<file path="config.mk">
export PLATFORM = sky130hd
export DESIGN_NAME = video_timing_gen_flat
export DESIGN_NICKNAME = d
export VERILOG_FILES = /design/src/rtl/video_timing_gen_if.sv /design/src/rtl/video_timing_gen.sv /design/src/flat_wrapper.sv
export SDC_FILE = /design/constraint.sdc
export NUM_CORES = 1
export LEC_CHECK = 0
export CORE_UTILIZATION = 66
export DETAILED_ROUTE_END_ITERATION = 10
export HOLD_SLACK_MARGIN = 0.08
export PLACE_DENSITY = 0.86
export SYNTH_ARGS = -nofsm -noshare
export SYNTH_HDL_FRONTEND = slang
export SYNTH_SLANG_ARGS = --single-unit
</file>
<file path="constraint.sdc">
create_clock -name clock_pixel -period 14.7 [get_ports clock_pixel]
set_input_delay 3.675 -clock clock_pixel [delete_from_list [all_inputs] [get_ports clock_pixel]]
set_output_delay 3.675 -clock clock_pixel [all_outputs]
set_load 0.01 [all_outputs]
</file>
<file path="src/rtl/video_timing_gen_if.sv">
// Timing-configuration channel of video_timing_gen: one valid/ready offer
// carrying a complete raster description, plus a one-cycle rejection pulse.
interface video_timing_gen_if #(
  parameter int W = 12
);
  logic         cfg_valid;
  logic         cfg_ready;
  logic         cfg_err;
  logic [W-1:0] cfg_h_act;
  logic [W-1:0] cfg_h_fp;
  logic [W-1:0] cfg_h_sync;
  logic [W-1:0] cfg_h_bp;
  logic [W-1:0] cfg_v_act;
  logic [W-1:0] cfg_v_fp;
  logic [W-1:0] cfg_v_sync;
  logic [W-1:0] cfg_v_bp;
  logic         cfg_hs_pol;
  logic         cfg_vs_pol;

  modport master (
    output cfg_valid,
    output cfg_h_act, cfg_h_fp, cfg_h_sync, cfg_h_bp,
    output cfg_v_act, cfg_v_fp, cfg_v_sync, cfg_v_bp,
    output cfg_hs_pol, cfg_vs_pol,
    input  cfg_ready,
    input  cfg_err
  );

  modport slave (
    input  cfg_valid,
    input  cfg_h_act, cfg_h_fp, cfg_h_sync, cfg_h_bp,
    input  cfg_v_act, cfg_v_fp, cfg_v_sync, cfg_v_bp,
    input  cfg_hs_pol, cfg_vs_pol,
    output cfg_ready,
    output cfg_err
  );
endinterface

</file>
<file path="src/rtl/video_timing_gen.sv">
// Runtime-reprogrammable raster timing generator in the pixel clock domain.
// New timing is staged in a pending register and swapped in at a frame boundary.
module video_timing_gen #(
  parameter int W      = 12,
  parameter int LEAD   = 1,
  parameter int H_ACT  = 800,
  parameter int H_FP   = 40,
  parameter int H_SYNC = 128,
  parameter int H_BP   = 88,
  parameter int V_ACT  = 600,
  parameter int V_FP   = 1,
  parameter int V_SYNC = 4,
  parameter int V_BP   = 23,
  parameter bit HS_POL = 1'b0,
  parameter bit VS_POL = 1'b0
) (
  input  logic              clock_pixel,
  input  logic              reset,
  input  logic              enable,
  video_timing_gen_if.slave cfg,
  output logic              SYNC_H,
  output logic              SYNC_V,
  output logic              DE,
  output logic [W-1:0]      oX,
  output logic [W-1:0]      oY,
  output logic              oRequest,
  output logic              frame_start,
  output logic              line_start
);

  // Totals carry two extra bits so four W-bit fields can never overflow.
  localparam int            TW      = W + 2;
  localparam logic [TW-1:0] TOT_MAX = {2'b01, {W{1'b0}}};

  typedef struct packed {
    logic [W-1:0] h_act;
    logic [W-1:0] h_fp;
    logic [W-1:0] h_sync;
    logic [W-1:0] h_bp;
    logic [W-1:0] v_act;
    logic [W-1:0] v_fp;
    logic [W-1:0] v_sync;
    logic [W-1:0] v_bp;
    logic         hs_pol;
    logic         vs_pol;
  } timing_t;

  localparam timing_t RESET_TIMING = '{
    h_act:  W'(H_ACT),  h_fp: W'(H_FP), h_sync: W'(H_SYNC), h_bp: W'(H_BP),
    v_act:  W'(V_ACT),  v_fp: W'(V_FP), v_sync: W'(V_SYNC), v_bp: W'(V_BP),
    hs_pol: HS_POL,     vs_pol: VS_POL
  };

  function automatic logic [TW-1:0] total4(input logic [W-1:0] a, b, c, d);
    return TW'(a) + TW'(b) + TW'(c) + TW'(d);
  endfunction

  function automatic logic in_window(input logic [TW-1:0] pos, lo, len);
    return (pos >= lo) && (pos < lo + len);
  endfunction

  function automatic logic timing_ok(input timing_t t);
    return (t.h_act != '0) && (t.v_act != '0) &&
           (t.h_sync != '0) && (t.v_sync != '0) &&
           (total4(t.h_act, t.h_fp, t.h_sync, t.h_bp) <= TOT_MAX) &&
           (total4(t.v_act, t.v_fp, t.v_sync, t.v_bp) <= TOT_MAX);
  endfunction

  timing_t       act;
  timing_t       pend_cfg;
  timing_t       offer;
  logic          pend;
  logic          take;
  logic          swap;
  logic          wrap;
  logic          hc_last;
  logic          vc_last;
  logic [W-1:0]  hc;
  logic [W-1:0]  vc;
  logic [TW-1:0] h_tot;
  logic [TW-1:0] v_tot;
  logic [TW-1:0] hc_w;
  logic [TW-1:0] vc_w;
  logic [TW-1:0] rh_raw;
  logic [TW-1:0] rh;
  logic [TW-1:0] rv;
  logic          de_p0;
  logic          hs_p0;
  logic          vs_p0;
  logic          req_p0;

  assign offer = '{
    h_act:  cfg.cfg_h_act,  h_fp: cfg.cfg_h_fp, h_sync: cfg.cfg_h_sync, h_bp: cfg.cfg_h_bp,
    v_act:  cfg.cfg_v_act,  v_fp: cfg.cfg_v_fp, v_sync: cfg.cfg_v_sync, v_bp: cfg.cfg_v_bp,
    hs_pol: cfg.cfg_hs_pol, vs_pol: cfg.cfg_vs_pol
  };

  assign h_tot   = total4(act.h_act, act.h_fp, act.h_sync, act.h_bp);
  assign v_tot   = total4(act.v_act, act.v_fp, act.v_sync, act.v_bp);
  assign hc_w    = TW'(hc);
  assign vc_w    = TW'(vc);
  assign hc_last = (hc_w == h_tot - TW'(1));
  assign vc_last = (vc_w == v_tot - TW'(1));
  assign wrap    = hc_last && vc_last;

  assign cfg.cfg_ready = !pend;
  assign take          = cfg.cfg_valid && !pend;
  // An idle raster has no frame to protect, so staged timing lands at once.
  assign swap          = pend && (!enable || wrap);

  always_ff @(posedge clock_pixel or posedge reset) begin
    if (reset) begin
      hc <= '0;
      vc <= '0;
    end else if (!enable) begin
      hc <= '0;
      vc <= '0;
    end else if (hc_last) begin
      hc <= '0;
      vc <= vc_last ? '0 : vc + W'(1);
    end else begin
      hc <= hc + W'(1);
    end
  end

  always_ff @(posedge clock_pixel or posedge reset) begin
    if (reset) begin
      act         <= RESET_TIMING;
      pend        <= 1'b0;
      cfg.cfg_err <= 1'b0;
    end else begin
      cfg.cfg_err <= take && !timing_ok(offer);
      if (swap) begin
        act  <= pend_cfg;
        pend <= 1'b0;
      end else if (take && timing_ok(offer)) begin
        pend <= 1'b1;
      end
    end
  end

  always_ff @(posedge clock_pixel) begin
    if (take && timing_ok(offer)) begin
      pend_cfg <= offer;
    end
  end

  // Request lookahead: position LEAD pixels ahead, folding into the next line.
  assign rh_raw = hc_w + TW'(LEAD);

  always_comb begin
    rh = rh_raw;
    rv = vc_w;
    if (rh_raw >= h_tot) begin
      rh = rh_raw - h_tot;
      rv = vc_last ? '0 : vc_w + TW'(1);
    end
  end

  // p0: decode of the current counter position
  assign de_p0  = (hc < act.h_act) && (vc < act.v_act);
  assign hs_p0  = in_window(hc_w, TW'(act.h_act) + TW'(act.h_fp), TW'(act.h_sync));
  assign vs_p0  = in_window(vc_w, TW'(act.v_act) + TW'(act.v_fp), TW'(act.v_sync));
  assign req_p0 = (rh < TW'(act.h_act)) && (rv < TW'(act.v_act));

  // p1: registered outputs, one cycle behind the counters
  always_ff @(posedge clock_pixel or posedge reset) begin
    if (reset) begin
      SYNC_H      <= ~HS_POL;
      SYNC_V      <= ~VS_POL;
      DE          <= 1'b0;
      oX          <= '0;
      oY          <= '0;
      oRequest    <= 1'b0;
      frame_start <= 1'b0;
      line_start  <= 1'b0;
    end else if (!enable) begin
      SYNC_H      <= ~act.hs_pol;
      SYNC_V      <= ~act.vs_pol;
      DE          <= 1'b0;
      oX          <= '0;
      oY          <= '0;
      oRequest    <= 1'b0;
      frame_start <= 1'b0;
      line_start  <= 1'b0;
    end else begin
      SYNC_H      <= ~(hs_p0 ^ act.hs_pol);
      SYNC_V      <= ~(vs_p0 ^ act.vs_pol);
      DE          <= de_p0;
      oX          <= de_p0 ? hc : '0;
      oY          <= de_p0 ? vc : '0;
      oRequest    <= req_p0;
      frame_start <= (hc == '0) && (vc == '0);
      line_start  <= (hc == '0);
    end
  end

endmodule

</file>
<file path="src/flat_wrapper.sv">
// flat-port wrapper written by rule: the top's interface ports become plain ports
module video_timing_gen_flat 
#(
  parameter int W      = 12,
  parameter int LEAD   = 1,
  parameter int H_ACT  = 800,
  parameter int H_FP   = 40,
  parameter int H_SYNC = 128,
  parameter int H_BP   = 88,
  parameter int V_ACT  = 600,
  parameter int V_FP   = 1,
  parameter int V_SYNC = 4,
  parameter int V_BP   = 23,
  parameter bit HS_POL = 1'b0,
  parameter bit VS_POL = 1'b0
)
  (clock_pixel, reset, enable, SYNC_H, SYNC_V, DE, oX, oY, oRequest, frame_start, line_start, cfg_cfg_valid, cfg_cfg_h_act, cfg_cfg_h_fp, cfg_cfg_h_sync, cfg_cfg_h_bp, cfg_cfg_v_act, cfg_cfg_v_fp, cfg_cfg_v_sync, cfg_cfg_v_bp, cfg_cfg_hs_pol, cfg_cfg_vs_pol, cfg_cfg_ready, cfg_cfg_err);
  video_timing_gen_if #(.W(W)) cfg_i ();
  input  logic clock_pixel;
  input  logic reset;
  input  logic enable;
  output logic SYNC_H;
  output logic SYNC_V;
  output logic DE;
  output logic [W-1:0] oX;
  output logic [W-1:0] oY;
  output logic oRequest;
  output logic frame_start;
  output logic line_start;
  input wire logic [$bits(cfg_i.cfg_valid)-1:0] cfg_cfg_valid;
  input wire logic [$bits(cfg_i.cfg_h_act)-1:0] cfg_cfg_h_act;
  input wire logic [$bits(cfg_i.cfg_h_fp)-1:0] cfg_cfg_h_fp;
  input wire logic [$bits(cfg_i.cfg_h_sync)-1:0] cfg_cfg_h_sync;
  input wire logic [$bits(cfg_i.cfg_h_bp)-1:0] cfg_cfg_h_bp;
  input wire logic [$bits(cfg_i.cfg_v_act)-1:0] cfg_cfg_v_act;
  input wire logic [$bits(cfg_i.cfg_v_fp)-1:0] cfg_cfg_v_fp;
  input wire logic [$bits(cfg_i.cfg_v_sync)-1:0] cfg_cfg_v_sync;
  input wire logic [$bits(cfg_i.cfg_v_bp)-1:0] cfg_cfg_v_bp;
  input wire logic [$bits(cfg_i.cfg_hs_pol)-1:0] cfg_cfg_hs_pol;
  input wire logic [$bits(cfg_i.cfg_vs_pol)-1:0] cfg_cfg_vs_pol;
  output wire logic [$bits(cfg_i.cfg_ready)-1:0] cfg_cfg_ready;
  output wire logic [$bits(cfg_i.cfg_err)-1:0] cfg_cfg_err;
  assign cfg_i.cfg_valid = cfg_cfg_valid;
  assign cfg_i.cfg_h_act = cfg_cfg_h_act;
  assign cfg_i.cfg_h_fp = cfg_cfg_h_fp;
  assign cfg_i.cfg_h_sync = cfg_cfg_h_sync;
  assign cfg_i.cfg_h_bp = cfg_cfg_h_bp;
  assign cfg_i.cfg_v_act = cfg_cfg_v_act;
  assign cfg_i.cfg_v_fp = cfg_cfg_v_fp;
  assign cfg_i.cfg_v_sync = cfg_cfg_v_sync;
  assign cfg_i.cfg_v_bp = cfg_cfg_v_bp;
  assign cfg_i.cfg_hs_pol = cfg_cfg_hs_pol;
  assign cfg_i.cfg_vs_pol = cfg_cfg_vs_pol;
  assign cfg_cfg_ready = cfg_i.cfg_ready;
  assign cfg_cfg_err = cfg_i.cfg_err;
  video_timing_gen #(.W(W), .LEAD(LEAD), .H_ACT(H_ACT), .H_FP(H_FP), .H_SYNC(H_SYNC), .H_BP(H_BP), .V_ACT(V_ACT), .V_FP(V_FP), .V_SYNC(V_SYNC), .V_BP(V_BP), .HS_POL(HS_POL), .VS_POL(VS_POL)) u_core (.clock_pixel(clock_pixel), .reset(reset), .enable(enable), .cfg(cfg_i), .SYNC_H(SYNC_H), .SYNC_V(SYNC_V), .DE(DE), .oX(oX), .oY(oY), .oRequest(oRequest), .frame_start(frame_start), .line_start(line_start));
endmodule
</file>
==> flow_summary.yaml <==
status:
  outcome: "completed"
sta:
  skew_ns: 0.02326
  fin_crit_ns: 9.253
  slew_headroom_pct: 30.02
  finalSetupViolations: 0
  final.period_utilization_pct: 62.94
  maxSlewViolCount: 0
  tightest_slew_ns: 1.050
  tns_ns: 0
  max_freq_mhz: 108.1
  rsz0062_at_grt: "no"
  hold_viol_final: 0
floorplan:
  io_pins: 134
  die_y_um: 181.9
  dieArea_mm2: 0.03310
  core_area_mm2: 0.03172
  chipWidth_um: 181.9
  placementRows: 65
  start_util_pct: 67.37
synthesis:
  synth_top_area_cell: "dfrtp_1"
  syn_area_mm2: 0.02137
  synthTopCellsByCount: "inv_1 (248), ha_1 (241), nand2_1 (148)"
  yosysSeqAreaShare_pct: 31.93
  yosysMostFrequentCell: "inv_1"
  async_flop_share_pct: 61.11
  synth_warnings: 0
  syn_avg_cell_area_um2: 8.974
  synthTopCellsByArea: "dfrtp_1 (16%), ha_1 (14%), edfxtp_1 (14%)"
  synthDistinctLibCells: 86
  syn-instance-count: 2381
  ys_seq_elements: 252
  netlist.area_leader.share_pct: 15.58
  syn-num-nets: 2759
  ys.flop_type: "dfrtp_1"
  synth_edf_count: 98
finish:
  post-route-util_pct: 74.96
  nNetsFinal: 2807
  diodes: 0
  nFillCells: 2184
  drive_above_1_share_pct: 6.441
  area_growth_pct: 11.27
pwr:
  powerDensity_mw_per_mm2: 228.4
  power.static_leakage_nw: 10.52
  peakVddDrop_mv: 0.1851
clock_tree:
  cts_resized: 0
  clk_latency_ns: 0.58
  cts_tree: "yes"
  h-tree-depth: 1
  cts_buffer_depth: 3
  cts_sinks: 252
  cts_buffers: 30
  cts_setup_buffers: 0
  clk_pin_slew_ns: 0.06
  root_buffer: "clkbuf_16"
  ctsHoldBuffers: 0
critical_path:
  crit_type: "primary input to register"
  start_kind: "primary input"
  arrival_ns: 9.45
  end_kind: "register"
  r2r_setup_slack_ns: 6.18
  cp.required_ns: 14.90
  crit_path_max_fanout: 49
drt:
  drt-initial-drc-count: 2295
  finalWirelength_mm: 60.02
  vias: 19390
  avgViaCountPerCell: 6.791
  final_antenna_net_count: 0
  dr.pass1.iters: 6
  post-route-drc-count: 0
  routedWlPerCell_um: 21.02
place:
  portBuffers: 133
  dp_hpwl_mm: 42.93
  finalWeightedCongestion: 0.9538
global_route:
  grt_overflow: 0
  grt_usage_pct: 36.10
  antenna_found_initial: 0
  grt_pass1_vias: 18140
  grt_pass1_wl_mm: 95.04
  grt_start_max_net_pins: 95
job:
  max-cap-violations: 0
min_path:
  hold_path_class: "register to register"
## through the flow
step / cell area, um2 / hold WS (ns) / std cells / power, mW / setup WS (ns)
2_1_floorplan: 21370 / 0.4290 / 2381 / 3.798 / 2.471
3_3_place_gp: 22790 / 0.4501 / 2798 / 4.422 / 5.227
3_5_place_dp: 22790 / 0.4573 / 2798 / 4.596 / 4.973
4_1_cts: 23770 / 0.4665 / 2854 / 5.361 / 5.529
5_1_grt: 23780 / 0.5008 / 2855 / 5.858 / 4.965
6_report: 23780 / 0.4684 / 2855 / 5.430 / 5.447
## power breakdown
| group | switching, mW | internal [mW] | total (mW) |
|---|---|---|---|
| Clock | 0.311 | 0.432 | 0.743 |
| Sequential | 0.122 | 0.852 | 0.974 |
| Combinational | 2.21 | 1.50 | 3.71 |
## cells by family (layout without fill, tap and decap cells)
kind of cell / after synthesis / in the layout / share of synthesized area (%)
adders and majority gates: 276 / 276 / 17.39
muxes: 4 / 4 / 0.1932
and+or+nand+nor: 667 / 667 / 16.20
AOI/OAI and AO/OA: 675 / 675 / 22.02
xor gates and xnor gates: 123 / 123 / 5.282
buffers and inverters: 384 / 456 / 6.986
DFF: 252 / 252 / 31.93
## worst paths after layout
| check | from | to | depth (start not counted) |
|---|---|---|---|
| max in group asynchronous | reset | u_core.pend$_DFFE_PP0P_ | 3 |
| max reg2reg | u_core.act[86]$_DFFE_PP0P_ | u_core.oRequest$_DFF_PP0_ | 37 |
| min in group asynchronous | reset | u_core.act[7]$_DFFE_PP0P_ | 2 |
| max | cfg_cfg_h_act[1] | u_core.pend_cfg[4]$_DFFE_PP_ | 26 |
| min reg2reg | u_core.act[1]$_DFFE_PP0P_ | u_core.SYNC_H$_DFF_PP1_ | 1 |
| min | u_core.act[1]$_DFFE_PP0P_ | u_core.SYNC_H$_DFF_PP1_ | 1 |
## layer usage
metal  part of all wire, %  vias to the layer above  global-route usage (%)
met5                     0                        -                       0
li1                      -                     8848                       -
met1                    42                     9321                   51.53
met2                    45                     1076                   55.86
met3                    10                      144                   5.696
met4                   3.4                        0                   12.44
## flip-flops by register name, indices dropped and copies added (netlist names)
signal / count
u_core.vc: 12
u_core.frame_start: 1
u_core.pend: 1
u_core.hc: 12
u_core.SYNC_V: 1
u_core.oRequest: 1
u_core.oX: 12
u_core.DE: 1
u_core.act: 98
u_core.cfg.cfg_err: 1
u_core.pend_cfg: 98
u_core.oY: 12
u_core.SYNC_H: 1
u_core.line_start: 1
## worst max-delay path: stages
cell	delay [ns]
clkdlybuf4s50_1	0.57
ha_1	0.27
a21o_1	0.18
a21oi_1	0.24
o21bai_1	0.09
a21oi_1	0.24
o21a_1	0.14
nor2_1	0.04
o21ai_0	0.15
a21oi_1	0.10
o41a_1	0.33
xnor2_1	0.16
fa_1	0.50
inv_1	0.04
ha_1	0.35
nor2b_1	0.17
a21oi_1	0.15
a2bb2oi_1	0.08
o21ai_0	0.15
o2111ai_1	0.13
nor4_1	0.36
o2111ai_1	0.17
a221oi_1	0.25
o21ai_0	0.23
nor2_4	0.16
buf_4	0.51
## cells in the final DEF (no fill, tap or decap), drive strengths merged, types with 12 or more instances in the layout
master / n
inv: 252
ha: 241
nand2: 148
dfrtp: 133
clkdlybuf4s50: 132
o21ai: 121
nor2: 115
nand4: 111
a21oi: 111
edfxtp: 98
xnor2: 79
a31oi: 76
nand3: 73
a21o: 70
nor2b: 65
o211ai: 65
xor2: 43
o311ai: 41
clkbuf: 41
fa: 35
a31o: 33
a221oi: 30
nand2b: 29
and2: 28
nor4: 25
o21a: 22
dfstp: 21
nor3: 19
and3: 18
o21bai: 17
buf: 17
o31ai: 12
## final cells by class
class | count | area (um2) | share of cell area (%)
Clock buffer | 41 | 833.3 | 3.505
Timing Repair Buffer | 149 | 1449 | 6.094
Clock inverter | 15 | 140.1 | 0.5894
Tap cell | 402 | 503.0 | 2.116
Sequential cell | 252 | 6827 | 28.71
Inverter | 251 | 948.4 | 3.989
Multi-Input combinational cell | 1745 | 13080 | 54.99
Note: power is estimated with default switching activity, not from simulation.
